$ cat src/rtl/wisc_pkg.sv
// Shared WISC constants: word width, opcode field bounds and the special encodings.
// Used by the IF/ID pipeline register and its sub-modules.
package wisc_pkg;
    localparam int          WORD_W      = 16;
    localparam int          OP_HI       = 15;
    localparam int          OP_LO       = 11;
    localparam logic [15:0] NOP_INSTR   = 16'h0800;
    localparam logic [4:0]  HALT_OPCODE = 5'b00000;
endpackage

$ cat src/rtl/reg16.sv
// 16-bit register with synchronous active-high reset to a configurable value and a write enable.
// Latency one cycle; contents hold while write_en is low.
module reg16 #(
    parameter logic [15:0] RST_VAL = 16'h0000
) (
    input  logic        clk,
    input  logic        rst,
    input  logic        write_en,
    input  logic [15:0] wdata,
    output logic [15:0] rdata
);
    always_ff @(posedge clk) begin
        if (rst)
            rdata <= RST_VAL;
        else if (write_en)
            rdata <= wdata;
    end
endmodule

$ cat src/rtl/sat_counter16.sv
// 16-bit counter with synchronous reset that counts enabled cycles and sticks at 16'hFFFF.
// Latency one cycle; holds when en is low.
module sat_counter16 (
    input  logic        clk,
    input  logic        rst,
    input  logic        en,
    output logic [15:0] count
);
    always_ff @(posedge clk) begin
        if (rst)
            count <= 16'h0000;
        else if (en && count != 16'hFFFF)
            count <= count + 16'h0001;
    end
endmodule

$ cat src/rtl/fetch_decode_reg.sv
// IF/ID pipeline register: one-cycle capture of fetch outputs with stall hold, flush bubble,
// sticky HALT detection and a saturating stall-cycle counter.
module fetch_decode_reg
    import wisc_pkg::*;
#(
    parameter logic [15:0] NOP   = NOP_INSTR,
    parameter logic [4:0]  HALT  = HALT_OPCODE
) (
    input  logic        clk,
    input  logic        rst,
    input  logic [15:0] if_instr,
    input  logic [15:0] if_incPC,
    input  logic        if_err,
    input  logic        if_valid,
    input  logic        stall,
    input  logic        flush,
    output logic [15:0] id_instr,
    output logic [15:0] id_incPC,
    output logic        id_valid,
    output logic        id_err,
    output logic        id_halt,
    output logic        halt_seen,
    output logic [15:0] stall_count
);
    logic        write_en;
    logic        load_bubble;
    logic        valid_d;
    logic        err_d;
    logic        halt_seen_d;
    logic [15:0] instr_d;
    logic [15:0] pc_d;

    assign write_en = ~stall | flush;

    // Once HALT is in decode nothing younger may follow it until a flush squashes it.
    assign load_bubble = halt_seen | ~if_valid;

    always_comb begin
        instr_d     = if_instr;
        pc_d        = if_incPC;
        valid_d     = 1'b1;
        err_d       = if_err;
        halt_seen_d = halt_seen;
        if (flush) begin
            instr_d     = NOP;
            pc_d        = 16'h0000;
            valid_d     = 1'b0;
            err_d       = 1'b0;
            halt_seen_d = 1'b0;
        end else if (load_bubble) begin
            instr_d = NOP;
            valid_d = 1'b0;
            err_d   = 1'b0;
        end else if (if_instr[OP_HI:OP_LO] == HALT) begin
            halt_seen_d = 1'b1;
        end
    end

    reg16 #(.RST_VAL(NOP)) u_instr_reg (
        .clk      (clk),
        .rst      (rst),
        .write_en (write_en),
        .wdata    (instr_d),
        .rdata    (id_instr)
    );

    reg16 #(.RST_VAL(16'h0000)) u_pc_reg (
        .clk      (clk),
        .rst      (rst),
        .write_en (write_en),
        .wdata    (pc_d),
        .rdata    (id_incPC)
    );

    always_ff @(posedge clk) begin
        if (rst) begin
            id_valid  <= 1'b0;
            id_err    <= 1'b0;
            halt_seen <= 1'b0;
        end else if (write_en) begin
            id_valid  <= valid_d;
            id_err    <= err_d;
            halt_seen <= halt_seen_d;
        end
    end

    assign id_halt = id_valid & (id_instr[OP_HI:OP_LO] == HALT);

    sat_counter16 u_stall_cnt (
        .clk   (clk),
        .rst   (rst),
        .en    (stall & ~flush),
        .count (stall_count)
    );
endmodule

$ cat config.mk
export PLATFORM = sky130hd
export DESIGN_NAME = fetch_decode_reg
export DESIGN_NICKNAME = d
export VERILOG_FILES = /design/src/rtl/wisc_pkg.sv /design/src/rtl/reg16.sv /design/src/rtl/sat_counter16.sv /design/src/rtl/fetch_decode_reg.sv
export SDC_FILE = /design/constraint.sdc
export NUM_CORES = 1
export LEC_CHECK = 0
export CAP_MARGIN = 20
export CORE_ASPECT_RATIO = 1.2
export CORE_MARGIN = 2
export CORE_UTILIZATION = 35
export DETAILED_ROUTE_END_ITERATION = 7
export GPL_ROUTABILITY_DRIVEN = 0
export PLACE_DENSITY = 0.73
export SETUP_SLACK_MARGIN = 0.3
export SLEW_MARGIN = 20
export SYNTH_ARGS = -nofsm -noshare
export SYNTH_HDL_FRONTEND = slang
export SYNTH_SLANG_ARGS = --single-unit
$ cat constraint.sdc
create_clock -name clk -period 2.3 [get_ports clk]
set_input_delay 0.46 -clock clk [delete_from_list [all_inputs] [get_ports clk]]
set_output_delay 0.46 -clock clk [all_outputs]
set_load 0.03 [all_outputs]
# Yosys cells after proc, flatten, opt, wreduce, memory -nomap -nowiden
# Index checks and enable logic that the tools add are counted.
[totals] reg_bits=51 in_bits=38 output_inout_bits=52 elab_cells=31
[op_classes] addsub=1 n_eq_ne=2 n_mux=10 bitwise=7 reduce_logical=5
[ops] cell="$mux W16" count=3
[ops] cell="$add A16 B1 Y16 const B" count=1
[ops] cell="$ne A16 B16 Y1 const B" count=1
[ops] cell="$logic_not A5 Y1" count=2
[ops] cell="$mux W1" count=7
[ops] cell="$not A1 Y1" count=3
[ops] cell="$reduce_and A3 Y1" count=1
[ops] cell="$and A1 B1 Y1" count=2
[ops] cell="$ne A2 B2 Y1 const B" count=1
[ops] cell="$or A1 B1 Y1" count=2
[ops] cell="$reduce_bool A2 Y1" count=1
[ops] cell="$logic_and A1 B1 Y1" count=1

# Longest topological paths before layout
# Gate-level depths: netlist of the first run.
[depth] ltp_word=4 ltp_mapped=6 mapped_depth_nobuf=5

# Cells and area by module
# From an unflattened synthesis of the first run, not the netlist that was laid out.
[hier_totals] cells_unflattened=255 area_unflattened_um2=2386.0
[by_module_without_submodules] mod="sat_counter16" instances=1 cells_per_inst=99 area_each_um2=848.3 seq_area_each_um2=320.3
[by_module_without_submodules] mod="reg16 (u_instr_reg)" instances=1 cells_per_inst=52 area_each_um2=581.8 seq_area_each_um2=320.3
[by_module_without_submodules] mod="reg16 (u_pc_reg)" instances=1 cells_per_inst=52 area_each_um2=580.6 seq_area_each_um2=320.3
[by_module_without_submodules] mod="fetch_decode_reg" instances=1 cells_per_inst=52 area_each_um2=375.4 seq_area_each_um2=60.1

# Worst setup path after synthesis of the first run
# No wires, ideal clock.
[synth_timing] kind="flip-flop to output port" startpoint="register id_valid" endpoint="output port id_halt" arrival_time_ps=1771 required_time_ps=1840 setup_slack_ps=69 stages_incl_launch_ff=3 n_path_buf=0 cell_sequence="dfxtp_1 or4b_2 nor3_1"
[synth_via] elab_chain_cells=1
[synth_lines] element="from (decl)" line_no="fetch_decode_reg.sv:19" rtl="output logic id_valid,"
[synth_lines] element="from (signal assigned)" line_no="fetch_decode_reg.sv:81" rtl="id_valid <= valid_d;"
[synth_lines] element="$and A1 B1 Y1" line_no="fetch_decode_reg.sv:87" rtl="assign id_halt = id_valid & (id_instr[OP_HI:OP_LO] == HALT);"
[synth_lines] element="to (decl)" line_no="fetch_decode_reg.sv:21" rtl="output logic id_halt,"
# Every way passes these cells.

# Worst setup path in the final report of the first run
[layout_timing] startpoint="register u_stall_cnt.count[3]" endpoint="output port stall_count[3]"
[layout_lines] element="from (decl)" line_no="sat_counter16.sv:7" rtl="output logic [15:0] count"
[layout_lines] element="from (signal assigned)" line_no="sat_counter16.sv:13" rtl="count <= count + 16'h0001;"
[layout_lines] element="to (decl)" line_no="fetch_decode_reg.sv:23" rtl="output logic [15:0] stall_count"
# No word-level cell between the ends.

==> impl_metrics.py, run 1 <==
metrics = {
    "status": {
        "run_status": "finished clean",
    },
    "detailed_routing": {
        "routed-wl-met2_mm": 2.51,
        "wl_met3_um": 497,
        "drtAntennaViolNets": 0,
        "drt-met1-wl_mm": 2.22,
        "wl_per_cell_um": 13.6,
        "drt-total-wl_mm": 5.29,
        "drc_errors": 0,
        "routed.top_layer": "met4",
        "drt-initial-drc-count": 82,
        "dr.pass1.iters": 4,
        "dr_total_vias": 1973,
        "vias_per_cell": 5.07,
    },
    "logic_synthesis": {
        "synth_area_leaders": "dfxtp_1, mux2i_1, nor2_1",
        "avgSynthCellArea_um2": 9.61,
        "synth.top_cells.by_count": "dfxtp_1, nor2_1, mux2i_1, a22oi_1, a21oi_1",
        "netlist.area_leader.share": 0.487,
        "seq_area_frac_synth": 0.487,
        "async_flop_share": 0,
        "synth_top_area_cell": "dfxtp_1",
        "ys_types": 38,
        "post-synth-top-count-cell": "dfxtp_1",
        "synthFlopType": "dfxtp_1",
        "synth-edff-count": 0,
        "synth_nets": 257,
        "syn_area_um2": 2090,
        "syn_inst": 218,
        "synth_seq_cells": 51,
        "yosys_warnings": 0,
    },
    "setup_path": {
        "r2r_slack_ps": 380,
        "crit_family": "buffers and inverters",
        "crit_arrival_ps": 1460,
        "startpoint_type": "register",
        "critical_path_class": "reg -> out",
        "cp_max_fo": 8,
        "crit_required_ps": 1840,
        "crit_chain": "clkdlybuf4s50_1",
        "slowest_delay_ps": 720,
        "path_buf_inv": 1,
        "cp-end-kind": "output pin",
        "crit_slowest_cell": "clkdlybuf4s50_1",
    },
    "global_route": {
        "grt_pass1_vias": 1910,
        "grt_max_degree": 22,
        "grt-ovfl-total": 0,
        "grt_use_total": 0.170,
        "antenna_found_initial": 0,
        "grt_pass1_wl_mm": 8.91,
    },
    "place": {
        "dp.cells": 381,
        "io_buffers": 89,
        "place.detailed.hpwl_mm": 3.88,
    },
    "cts": {
        "clock_path_buffers": 2,
        "cts_sinks": 51,
        "numCtsBuffers": 5,
        "root_buffer": "clkbuf_8",
        "cts.clk_slew.worst_paths_ps": 90,
        "clk_latency_ps": 300,
        "cts-htree-levels": 2,
        "cts_tree": "built",
    },
    "power": {
        "p_per_area_nw_per_um2": 543,
        "seq_power_share": 0.523,
        "switching_share": 0.233,
        "clock_power_share": 0.348,
        "leakage_nw": 1.21,
        "total_power_w": 0.00175,
        "p_int_w": 0.00134,
        "irDropWorstVdd_mv": 0.387,
        "power.net_switching_w": 0.000407,
        "pwr-share-comb": 0.129,
    },
    "final_layout": {
        "antenna_cells": 0,
        "fin_nets": 348,
        "syn2layout_area_growth_pct": 53.5,
        "regArea_um2": 1020,
        "fin_util": 0.564,
        "fin_cells": 389,
        "n_fill_cell": 525,
        "multi_input_area_um2": 1020,
        "drive_gt1_frac": 0.104,
    },
    "floorplan": {
        "start_util": 0.367,
        "dieWidth_um": 74.6,
        "fp.coreArea_um2": 5710,
        "die_h_um": 88.7,
        "die-area_um2": 6620,
        "row_count": 30,
        "io_pins": 90,
    },
    "timing": {
        "tightestPinTransition_ps": 639,
        "skew_ps": 3.99,
        "hold_violations": 0,
        "fin_crit_ps": 1920,
        "setup_violations": 0,
        "rsz0062_at_grt": "yes",
        "finalMaxSlewViolations": 0,
        "finalCritPeriodShare": 0.836,
        "fmax_ghz": 0.520,
        "slew_headroom": 0.573,
    },
    "worst_hold_path": {
        "hp-class": "reg -> reg",
    },
    "job": {
        "drv_cap": 0,
    },
}
==> registers in the layout, indices dropped and copies added, names as in the netlist <==
name               cells
u_pc_reg.rdata        16
u_instr_reg.rdata     16
halt_seen              1
id_valid               1
u_stall_cnt.count     16
id_err                 1
==> worst paths after layout <==
| kind | start | endpoint | depth (start not counted) |
|---|---|---|---|
| hold / removal | u_stall_cnt.count[14] | u_stall_cnt.count[14] | 2 |
| hold reg to reg | u_stall_cnt.count[14] | u_stall_cnt.count[14] | 2 |
| setup reg to reg | u_stall_cnt.count[0] | u_stall_cnt.count[5] | 5 |
| setup / recovery | u_stall_cnt.count[3] | stall_count[3] | 1 |
==> power groups by stage <==
stage / Combinational (W) / Sequential [W] / Clock (W)
final: 0.000225 / 0.000912 / 0.000608
after global routing: 0.000242 / 0.000915 / 0.000663
after CTS: 0.000228 / 0.000912 / 0.000630
after detailed placement: 0.000226 / 0.000932 / 0
after global placement: 0.000224 / 0.000932 / 0
after floorplan: 0.0000689 / 0.000966 / 0
==> cells in the final DEF (no fill, tap or decap), drive strengths merged, types with 2 or more instances in the layout <==
| master | n |
|---|---|
| clkdlybuf4s50 | 85 |
| dfxtp | 51 |
| nor2 | 41 |
| mux2i | 17 |
| a22oi | 16 |
| a21oi | 10 |
| buf | 10 |
| nand2 | 8 |
| nor2b | 5 |
| clkbuf | 5 |
| nand4 | 5 |
| nor3 | 5 |
| and4 | 4 |
| mux2 | 4 |
| o41ai | 3 |
| or4 | 3 |
| o31ai | 3 |
| or3 | 3 |
| o21ai | 3 |
| a31oi | 3 |
| nand2b | 2 |
| and2 | 2 |
| o311ai | 2 |
| or2 | 2 |
| a311oi | 2 |
| dlygate4sd2 | 2 |
==> cell families after synthesis <==
group           after synthesis  synth area share
simple gates                 86             0.223
flops                        51             0.487
compound gates               44             0.146
mux                          21             0.103
buf+inv                      15            0.0352
fa+ha+maj                     1           0.00597
==> metal layers <==
metal  track usage  vias to the layer above
met4        0.0487                        0
met1         0.211                      914
met5             0                        -
li1              -                      978
met3        0.0683                        6
met2         0.272                       75
==> what timing repair did <==
action | CTS | global route
resized for setup | 6 | 4
hold buffers | 0 | 0
pin swaps | 2 | 1
buffers inserted | 1 | 0
endpoints found under the hold margin | 0 | 0
setup endpoints to repair | 19 | 3
==> stage by stage <==
step | setup slack, ps | area [um2] | TNS (ps) | hold slack, ps
after floorplan | 313 | 2100 | 0 | 601
after global placement | -77.7 | 3080 | -1080 | 473
after detailed placement | -126 | 3080 | -1780 | 489
after CTS | 284 | 3200 | 0 | 509
after global routing | 292 | 3220 | 0 | 545
final | 376 | 3220 | 0 | 504
==> area by class of cell <==
type | instances | share of cell area
clock buffer | 5 | 0.0214
clock inverter | 2 | 0.0117
inverter | 1 | 0.00117
multi-input combinational | 152 | 0.318
sequential | 51 | 0.318
tap | 80 | 0.0311
timing repair buffer | 98 | 0.298
(Power assumes the default switching activity.)
==> run 2, diff against run 1 <==
PLACE_DENSITY = 0.76   (was 0.73)
clock period = 1.5 ns   (was 2.3 ns; I/O delays follow)
==> run 2 against run 1 <==
The run now ends with negative setup slack left. Clock skew rose by 1.5 ps. Core utilization rose by 14 points. Sequential cell count unchanged. Combinational power grew 83%. Non-clock buffer count up 61. Register-to-register slack got worse by 470 ps. Clock power is 41% higher. Setup slack worse by 650 ps. Via count increased by 17%. Power is 51% higher. Critical endpoint is now id_halt. Largest cell class is now buffers.
==> impl_metrics.py, run 2 (same netlist as run 1, synthesis figures left out) <==
metrics = {
    "timing": {
        "final.setup.worst_slack_ps": -270,
        "fmax_ghz": 0.565,
        "skew_ps": 5.54,
        "slew_headroom": 0.781,
        "fin_crit_ps": 1770,
        "setup_violations": 7,
        "hold_slack_ps": 478,
        "tightestPinTransition_ps": 328,
        "finalCritPeriodShare": 1.18,
        "rsz0062_at_grt": "yes",
        "hold_violations": 0,
        "finalMaxSlewViolations": 0,
    },
    "global_route": {
        "grt_use_total": 0.200,
        "antenna_found_initial": 0,
        "grt_pass1_vias": 2326,
        "grt_pass1_wl_mm": 10.3,
        "grt_max_degree": 21,
        "grt-ovfl-total": 0,
    },
    "floorplan": {
        "die-area_um2": 6620,
        "row_count": 30,
        "dieWidth_um": 74.6,
        "start_util": 0.367,
        "io_pins": 90,
        "fp.coreArea_um2": 5710,
        "die_h_um": 88.7,
    },
    "power": {
        "pwr-share-comb": 0.156,
        "leakage_nw": 1.72,
        "clock_power_share": 0.323,
        "switching_share": 0.269,
        "seq_power_share": 0.521,
        "p_per_area_nw_per_um2": 660,
        "p_int_w": 0.00193,
        "irDropWorstVdd_mv": 0.533,
        "power.net_switching_w": 0.000712,
    },
    "final_layout": {
        "drive_gt1_frac": 0.535,
        "layout_common_cells": "buf_4, buf_6, nor2_1",
        "final_area_um2": 4000,
        "fin_cells": 452,
        "antenna_cells": 0,
        "top_regs": "u_instr_reg.rdata x16, u_pc_reg.rdata x16, u_stall_cnt.count x16",
        "layout_commonest_cell": "buf_4",
        "fin_nets": 410,
        "syn2layout_area_growth_pct": 91.2,
    },
    "setup_path": {
        "crit_start": "u_instr_reg.rdata[14]",
        "cp-end-kind": "output pin",
        "critical_path_class": "reg -> out",
        "startpoint_type": "register",
        "crit_required_ps": 1200,
        "crit_arrival_ps": 1470,
        "cp_max_fo": 2,
        "r2r-start": "u_stall_cnt.count[1]",
    },
    "place": {
        "dp.cells": 413,
        "dp_slack_ps": -647,
        "place.detailed.hpwl_mm": 4.28,
        "placed_area_um2": 3430,
        "io_buffers": 89,
    },
    "cts": {
        "cts_sinks": 51,
        "clk_latency_ps": 310,
        "cts.clk_slew.worst_paths_ps": 110,
        "cts-htree-levels": 2,
        "cts_tree": "built",
        "clock_path_buffers": 2,
        "ctsHoldBuffers": 0,
        "numCtsBuffers": 5,
        "root_buffer": "clkbuf_8",
    },
    "detailed_routing": {
        "drtAntennaViolNets": 0,
        "drt-total-wl_mm": 6.81,
        "dr.pass1.iters": 4,
        "drc_errors": 0,
        "dr_total_vias": 2317,
        "drt-initial-drc-count": 78,
        "wl_per_cell_um": 15.1,
        "vias_per_cell": 5.13,
    },
    "worst_hold_path": {
        "hold_start": "stall",
        "hp-class": "in -> reg",
    },
    "job": {
        "drv_cap": 0,
    },
    "status": {
        "run_status": "finished, violations left",
        "violations": "negative setup slack",
    },
}
-- run 2: cell types whose count changed in the layout (fill, tap and decap cells not counted), moves of 14 or more --
cell             delta
dfxtp_1            -20
dfxtp_4            +14
buf_6              +41
buf_4              +40
buf_2              +20
clkdlybuf4s50_1    -51
-- run 2: through the flow --
stage          utilization  TNS [ps]  power, W
3_5_place_dp         0.602    -20440   0.00179
5_1_grt              0.702      -812   0.00275
2_1_floorplan            -      -561   0.00158
4_1_cts              0.659      -329   0.00264
6_report             0.702      -475   0.00264
3_3_place_gp         0.602    -17400   0.00178
-- run 2: layout make-up --
cell class,instances,area [um2]
fillers,430,1700
well taps,80,100
inverters,1,3.75
multi-input cells,153,1270
repair buffers,159,1450
clock inverters,3,27.5
flip-flops and latches,51,1080
clock buffers,5,68.8
-- run 2: what timing repair did --
action                                  4_1_cts  5_1_grt
pin swaps                                    18       15
endpoints found under the setup margin      103       66
gates cloned                                  1        1
gates resized for setup                     338       52
setup buffers                                17       12
-- run 2: layer usage --
layer	global-route usage	vias up	routed length [um]
li1	-	1110	-
met1	0.217	1099	2590
met2	0.350	91	3550
met3	0.0729	17	509
met4	0.0763	0	163
met5	0	-	0
-- run 2: power by group through the flow --
stage | clock [W] | combinational (W) | sequential (W)
after floorplan | 0 | 0.000118 | 0.00147
after global placement | 0 | 0.000369 | 0.00141
after detailed placement | 0 | 0.000374 | 0.00141
after CTS | 0.000872 | 0.000389 | 0.00138
after global routing | 0.000931 | 0.000442 | 0.00138
final | 0.000855 | 0.000412 | 0.00138
-- run 2: final timing paths --
check / end / slack, ps / cells after the start
min reg2reg: u_pc_reg.rdata[2] / 500 / 2
min: u_pc_reg.rdata[9] / 480 / 5
max: id_halt / -270 / 3
max reg2reg: u_stall_cnt.count[15] / -90 / 4
-- run 2: worst max-delay path: stages (launching register included) --
cell and delay [ps]:
dfxtp_2 340, or4b_4 540, nor3_4 130, buf_6 150
==> run 3, diff against run 2 <==
CTS_CLUSTER_SIZE = 28   (was unset)
SLEW_MARGIN = unset   (was 20)
==> results of run 3 <==
Same layout as run 2: the final DEF is identical, and so are final timing and power.
